### src/rtl/int_ctrl_pkg.sv
`default_nettype none
// ============================================================================
// Module  : int_ctrl_pkg
// Purpose : Shared constants, FSM encoding and helpers for the 8051 interrupt
//           controller (source indices, IE/IP bit map, poll-order picker).
// Revision: 1.0  initial release
// ============================================================================
package int_ctrl_pkg;

  localparam int NUM_SRC = 5;

  // Source index doubles as the IE/IP bit position and the poll order.
  localparam logic [2:0] SRC_IE0 = 3'd0;
  localparam logic [2:0] SRC_TF0 = 3'd1;
  localparam logic [2:0] SRC_IE1 = 3'd2;
  localparam logic [2:0] SRC_TF1 = 3'd3;
  localparam logic [2:0] SRC_SER = 3'd4;

  localparam int IE_EX0_BIT = 0;
  localparam int IE_ET0_BIT = 1;
  localparam int IE_EX1_BIT = 2;
  localparam int IE_ET1_BIT = 3;
  localparam int IE_ES_BIT  = 4;
  localparam int IE_EA_BIT  = 7;

  typedef enum logic [0:0] {
    ST_IDLE = 1'b0,
    ST_REQ  = 1'b1
  } req_state_e;

  // Lowest set index wins, which is the fixed 8051 poll order.
  function automatic logic [2:0] first_set(input logic [NUM_SRC-1:0] v);
    logic [2:0] idx;
    idx = 3'd0;
    for (int i = NUM_SRC - 1; i >= 0; i--) begin
      if (v[i]) idx = 3'(i);
    end
    return idx;
  endfunction

endpackage : int_ctrl_pkg
`default_nettype wire

### src/rtl/ext_int_detect.sv
`default_nettype none
// ============================================================================
// Module  : ext_int_detect
// Purpose : External interrupt pin conditioning: edge/level detection and the
//           TCON.IEx flag. Optional 2-flop synchroniser via EXT_INT_SYNC_EN.
// Revision: 1.0  initial release
// ============================================================================
module ext_int_detect
  import int_ctrl_pkg::*;
(
  input  logic clock,
  input  logic reset,
  input  logic pin_n,
  input  logic edge_mode,
  input  logic flag_clr,
  output logic flag
);

  logic pin_s;
  logic samp_q, samp_d;
  logic flag_q, flag_d;
  logic fall;

`ifdef EXT_INT_SYNC_EN
  logic sync1_q, sync2_q;

  always_ff @(posedge clock or negedge reset) begin
    if (!reset) begin
      sync1_q <= 1'b1;
      sync2_q <= 1'b1;
    end else begin
      sync1_q <= pin_n;
      sync2_q <= sync1_q;
    end
  end

  assign pin_s = sync2_q;
`else
  assign pin_s = pin_n;
`endif

  always_comb begin
    samp_d = pin_s;
    fall   = samp_q & ~pin_s;
    // A fresh falling edge beats a simultaneous clear so the event is kept.
    if (edge_mode) flag_d = (flag_q & ~flag_clr) | fall;
    else           flag_d = ~pin_s;
  end

  always_ff @(posedge clock or negedge reset) begin
    if (!reset) begin
      samp_q <= 1'b1;
      flag_q <= 1'b0;
    end else begin
      samp_q <= samp_d;
      flag_q <= flag_d;
    end
  end

  assign flag = flag_q;

endmodule : ext_int_detect
`default_nettype wire

### src/rtl/interrupt_controller.sv
`default_nettype none
// ============================================================================
// Module  : interrupt_controller
// Purpose : 8051 interrupt controller: IE/IP arbitration, request handshake to
//           the PC, in-service tracking and hardware flag clears.
//           Optional macro: EXT_INT_SYNC_EN (pin synchronisers).
//           The request output is int_req since 'int' is a reserved word.
// Revision: 1.0  initial release
// ============================================================================
module interrupt_controller
  import int_ctrl_pkg::*;
#(
  parameter logic [7:0] VEC_BASE   = 8'h03,
  parameter logic [7:0] VEC_STRIDE = 8'h08
) (
  input  logic       clock,
  input  logic       reset,
  input  logic       ext_int0_n,
  input  logic       ext_int1_n,
  input  logic       it0,
  input  logic       it1,
  input  logic       tf0,
  input  logic       tf1,
  input  logic       ser_req,
  input  logic [7:0] ie_reg,
  input  logic [7:0] ip_reg,
  input  logic       int_ack,
  input  logic       reti,
  output logic       int_req,
  output logic [7:0] int_vec,
  output logic       ie0_flag,
  output logic       ie1_flag,
  output logic       tf0_clr,
  output logic       tf1_clr,
  output logic       ie0_clr,
  output logic       ie1_clr,
  output logic [1:0] in_service
);

  req_state_e state_q, state_d;
  logic       int_q, int_d;
  logic [7:0] vec_q, vec_d;
  logic [2:0] win_q, win_d;
  logic       lvl_q, lvl_d;
  logic [1:0] in_service_q, in_service_d;
  logic       tf0_clr_q, tf0_clr_d;
  logic       tf1_clr_q, tf1_clr_d;
  logic       ie0_clr_q, ie0_clr_d;
  logic       ie1_clr_q, ie1_clr_d;

  logic [NUM_SRC-1:0] src_flag;
  logic [NUM_SRC-1:0] elig;
  logic [NUM_SRC-1:0] admit_hi;
  logic [NUM_SRC-1:0] admit_lo;
  logic               unused_ok;

  assign unused_ok = ^{ie_reg[6:5], ip_reg[7:5]};

  ext_int_detect u_ext0 (
    .clock    (clock),
    .reset    (reset),
    .pin_n    (ext_int0_n),
    .edge_mode(it0),
    .flag_clr (ie0_clr_q),
    .flag     (ie0_flag)
  );

  ext_int_detect u_ext1 (
    .clock    (clock),
    .reset    (reset),
    .pin_n    (ext_int1_n),
    .edge_mode(it1),
    .flag_clr (ie1_clr_q),
    .flag     (ie1_flag)
  );

  function automatic logic [7:0] vec_of(input logic [2:0] idx);
    return VEC_BASE + VEC_STRIDE * {5'b0, idx};
  endfunction

  always_comb begin
    src_flag          = '0;
    src_flag[SRC_IE0] = ie0_flag;
    src_flag[SRC_TF0] = tf0;
    src_flag[SRC_IE1] = ie1_flag;
    src_flag[SRC_TF1] = tf1;
    src_flag[SRC_SER] = ser_req;
    elig     = src_flag & ie_reg[NUM_SRC-1:0] & {NUM_SRC{ie_reg[IE_EA_BIT]}};
    // High may preempt low; low only runs with nothing in service.
    admit_hi = in_service_q[1] ? '0 : (elig & ip_reg[NUM_SRC-1:0]);
    admit_lo = (in_service_q == 2'b00) ? (elig & ~ip_reg[NUM_SRC-1:0]) : '0;
  end

  always_comb begin
    state_d      = state_q;
    int_d        = int_q;
    vec_d        = vec_q;
    win_d        = win_q;
    lvl_d        = lvl_q;
    in_service_d = in_service_q;
    tf0_clr_d    = 1'b0;
    tf1_clr_d    = 1'b0;
    ie0_clr_d    = 1'b0;
    ie1_clr_d    = 1'b0;

    // reti acts on the pre-edge value; an ack below ORs its own level in.
    if (reti) begin
      if (in_service_q[1]) in_service_d[1] = 1'b0;
      else                 in_service_d[0] = 1'b0;
    end

    case (state_q)
      ST_IDLE: begin
        if (|admit_hi) begin
          win_d   = first_set(admit_hi);
          lvl_d   = 1'b1;
          int_d   = 1'b1;
          vec_d   = vec_of(win_d);
          state_d = ST_REQ;
        end else if (|admit_lo) begin
          win_d   = first_set(admit_lo);
          lvl_d   = 1'b0;
          int_d   = 1'b1;
          vec_d   = vec_of(win_d);
          state_d = ST_REQ;
        end
      end
      ST_REQ: begin
        if (int_ack) begin
          int_d               = 1'b0;
          in_service_d[lvl_q] = 1'b1;
          state_d             = ST_IDLE;
          case (win_q)
            SRC_IE0: ie0_clr_d = it0;
            SRC_TF0: tf0_clr_d = 1'b1;
            SRC_IE1: ie1_clr_d = it1;
            SRC_TF1: tf1_clr_d = 1'b1;
            default: ;
          endcase
        end
      end
      default: state_d = ST_IDLE;
    endcase
  end

  always_ff @(posedge clock or negedge reset) begin
    if (!reset) begin
      state_q      <= ST_IDLE;
      int_q        <= 1'b0;
      vec_q        <= 8'h00;
      win_q        <= 3'd0;
      lvl_q        <= 1'b0;
      in_service_q <= 2'b00;
      tf0_clr_q    <= 1'b0;
      tf1_clr_q    <= 1'b0;
      ie0_clr_q    <= 1'b0;
      ie1_clr_q    <= 1'b0;
    end else begin
      state_q      <= state_d;
      int_q        <= int_d;
      vec_q        <= vec_d;
      win_q        <= win_d;
      lvl_q        <= lvl_d;
      in_service_q <= in_service_d;
      tf0_clr_q    <= tf0_clr_d;
      tf1_clr_q    <= tf1_clr_d;
      ie0_clr_q    <= ie0_clr_d;
      ie1_clr_q    <= ie1_clr_d;
    end
  end

  assign int_req    = int_q;
  assign int_vec    = vec_q;
  assign in_service = in_service_q;
  assign tf0_clr    = tf0_clr_q;
  assign tf1_clr    = tf1_clr_q;
  assign ie0_clr    = ie0_clr_q;
  assign ie1_clr    = ie1_clr_q;

endmodule : interrupt_controller
`default_nettype wire

### config.mk
export PLATFORM = sky130hd
export DESIGN_NAME = interrupt_controller
export DESIGN_NICKNAME = d
export VERILOG_FILES = /design/src/rtl/int_ctrl_pkg.sv /design/src/rtl/ext_int_detect.sv /design/src/rtl/interrupt_controller.sv
export SDC_FILE = /design/constraint.sdc
export NUM_CORES = 1
export LEC_CHECK = 0
export CELL_PAD_IN_SITES_DETAIL_PLACEMENT = 1
export CELL_PAD_IN_SITES_GLOBAL_PLACEMENT = 2
export CORE_UTILIZATION = 22
export DETAILED_ROUTE_END_ITERATION = 7
export PLACE_DENSITY = 0.75
export SYNTH_ARGS = -nofsm -noshare
export SYNTH_HDL_FRONTEND = slang
export SYNTH_SLANG_ARGS = --single-unit
### constraint.sdc
create_clock -name clock -period 2.25 [get_ports clock]
set_input_delay 0.45 -clock clock [delete_from_list [all_inputs] [get_ports clock]]
set_output_delay 0.45 -clock clock [all_outputs]
set_load 0.01 [all_outputs]
==> results.json <==
{
  "path_class": "reg -> reg",
  "max-vdd-ir-drop_mv": 0.530,
  "max_freq_mhz": 498,
  "timing.final.ws_setup_ps": 241,
  "die_area_sq_mm": 0.00425,
  "synth_common_cells": "15 x dfrtp_1, 6 x inv_1, 5 x a21oi_1, 5 x nand2_1",
  "wl_met3_um": 147,
  "reg2reg_from": "in_service[1]",
  "dieHeight_um": 65.2,
  "ys_top_cells_by_area": "dfrtp_1 43%, dfstp_2 6.0%, buf_4 3.4%",
  "grt_pass1_wl_mm": 3.84,
  "required_ps": 2390,
  "synth_most_common_cell": "dfrtp_1",
  "ys_seq_elements": 17,
  "whs_ps": 477,
  "cap_violations": 0,
  "grt_usage_pct": 11.8,
  "synth-seq-area-share_pct": 48.6,
  "tightestPinTransition_ps": 754,
  "hold_violations": 0,
  "core_sq_mm": 0.00374,
  "rsz0062_at_grt": "false",
  "postRouteAntennaNets": 0,
  "postRouteWirelength_mm": 2.37,
  "period_share_pct": 89.3,
  "p_per_area_mw_per_mm2": 817,
  "hpwl_mm": 1.91,
  "cts.clk_slew.worst_paths_ps": 60,
  "cts_tree": "built",
  "place.gp.congestion": 0.695,
  "nets": 157,
  "p_leak_uw": 0.000589,
  "clk_latency_ps": 250,
  "crit_slowest_cell": "dfrtp_1",
  "arrival_ps": 2150,
  "drc_errors": 0,
  "clock_sinks": 17,
  "synth_area_sq_um": 880,
  "critical_path_depth": 5,
  "status": "finished, final reports clean",
  "r2r_slack_ps": 240,
  "synthArstFlopShare_pct": 100,
  "whs_path_depth": 1,
  "cts-buffers-inserted": 3,
  "avgSynthCellArea_sq_um": 10.7,
  "synth_top_cell_by_area": "dfrtp_1",
  "drtIter0Drc": 14,
  "top_layer": "met4",
  "slew_violations": 0,
  "dr.pass1.iters": 2,
  "reg2reg_to": "int_vec[5]",
  "viasPerCell": 4.44,
  "fin_setup_tns_ps": 0,
  "critPathMaxStageDelay_ps": 430,
  "postSynthCellCount": 82,
  "synth_top_area_share_pct": 42.7,
  "yosys.cell_types.count": 35,
  "grt_max_degree": 18,
  "cts_max_level": 1,
  "finalClockSkew_ps": 4.60,
  "post-cts-setup-buffers": 0,
  "antenna_found_initial": 0,
  "final.min_clock_period_ps": 2010,
  "startpoint": "in_service[1]",
  "relSlewSlack_pct": 49.5,
  "crit_buf_inv": 0,
  "synth-main-ff-cell": "dfrtp_1",
  "ios": 44,
  "num_vias": 785,
  "die_x_um": 65.2,
  "cts_root_buf": "clkbuf_8",
  "holdCritPathClass": "reg -> reg",
  "path_cells": "or3b_4 > or3_4 > nor3b_4 > a21oi_4 > mux2_4",
  "wl_met2_mm": 1.15,
  "diodes": 0,
  "overflow": 0,
  "postCtsHoldBufs": 0,
  "power_uw": 1150,
  "drive_above_1_share_pct": 20.2,
  "path_max_fanout": 6,
  "rows": 22,
  "layout-area-overhead-vs-synth_pct": 60.2,
  "hold_start": "win_q[0]",
  "startpoint_type": "flop",
  "met1Wirelength_mm": 1.05,
  "worstRegToRegCells": 5,
  "dp_slack_ps": -269,
  "synth_edf_count": 0,
  "start_util_pct": 23.5,
  "endpoint_kind": "flop",
  "ys_warn_count": 0,
  "whs_endpoint": "ie0_clr",
  "portBuffers": 35,
  "crit_family": "simple AND/OR/NAND/NOR gates",
  "wl_per_cell_um": 13.4,
  "cts_buffer_depth": 2,
  "final-setup-viol-count": 0,
  "grt_pass1_vias": 815
}
-- worst register-to-register path, delay by kind of cell, from the launching register on --
family,cells,cell delay [ps]
mux,1,320
flops,1,430
compound gates,1,220
simple gates,3,930
-- layer usage --
metal / track usage, % / vias to the layer above
met5: 0 / -
met4: 2.45 / 0
met3: 3.30 / 2
met2: 20.1 / 24
met1: 14.6 / 376
li1: - / 383
-- cell type report --
cell class / count / area (sq um)
flip-flops and latches: 17 / 428
repair buffers: 45 / 432
well taps: 48 / 60.1
multi-input cells: 57 / 422
fillers: 435 / 2330
clock buffers: 4 / 45.0
inverters: 6 / 22.5
-- metrics by stage --
stage | std cells | area [sq um] | util (%)
finish | 177 | 1410 | 37.6
global route | 177 | 1410 | 37.6
CTS | 177 | 1390 | 37.2
detailed placement | 173 | 1340 | 35.9
global placement | 173 | 1340 | 35.9
floorplan | 84 | 887 | -
-- layout by cell type, fill, tap and decap left out, types with 2 or more instances in the layout --
cell,Yosys,routed
mux2i_1,2,2
o22ai_1,3,3
nand3b_1,4,4
nand3_1,3,3
clkdlybuf4s50_1,0,34
dfstp_2,2,2
clkbuf_8,0,3
mux2_4,2,2
nor2_1,3,3
buf_4,4,9
o21a_1,2,2
inv_1,6,6
nand2_1,5,5
conb_1,1,3
nor2b_1,2,2
o21ai_0,2,2
a21oi_1,5,4
dfrtp_1,15,15
-- where the power goes --
group | total (uW) | leakage [uW] | switching (uW) | internal (uW)
clock network | 222 | 0.0000228 | 96.2 | 125
logic | 473 | 0.000354 | 196 | 277
registers | 455 | 0.000211 | 73.6 | 382
-- worst max-delay path by stage --
stage	to	slack, ps
2_1_floorplan	win_q[1]	220
3_3_place_gp	int_vec[5]	-220
3_5_place_dp	int_vec[5]	-270
4_1_cts	lvl_q	10
5_1_grt	lvl_q	170
6_report	int_vec[5]	240
-- repair_timing --
action,CTS,global route
endpoints found under the setup margin,2,4
cloned,0,0
resized for setup,1,4
pin swaps,0,1
-- logic make-up (layout without fill, tap and decap cells) --
group | after synthesis | in the layout | share of synthesized area [%]
DFF | 17 | 17 | 48.6
muxes | 4 | 4 | 5.69
and+or+nand+nor | 33 | 33 | 24.6
other | 1 | 3 | 0.426
AOI/OAI and AO/OA | 17 | 17 | 14.7
buffers and inverters | 10 | 55 | 5.97
-- registers in the layout, summed over array words and instances, names as in the netlist --
name	cells
lvl_q	1
u_ext0.flag	1
u_ext1.flag	1
ie0_clr	1
int_vec	2
tf0_clr	1
ie1_clr	1
u_ext0.samp_q	1
state_q	1
win_q	2
tf1_clr	1
u_ext1.samp_q	1
in_service	2
int_req	1
Note: power is estimated with default switching activity, not from simulation.
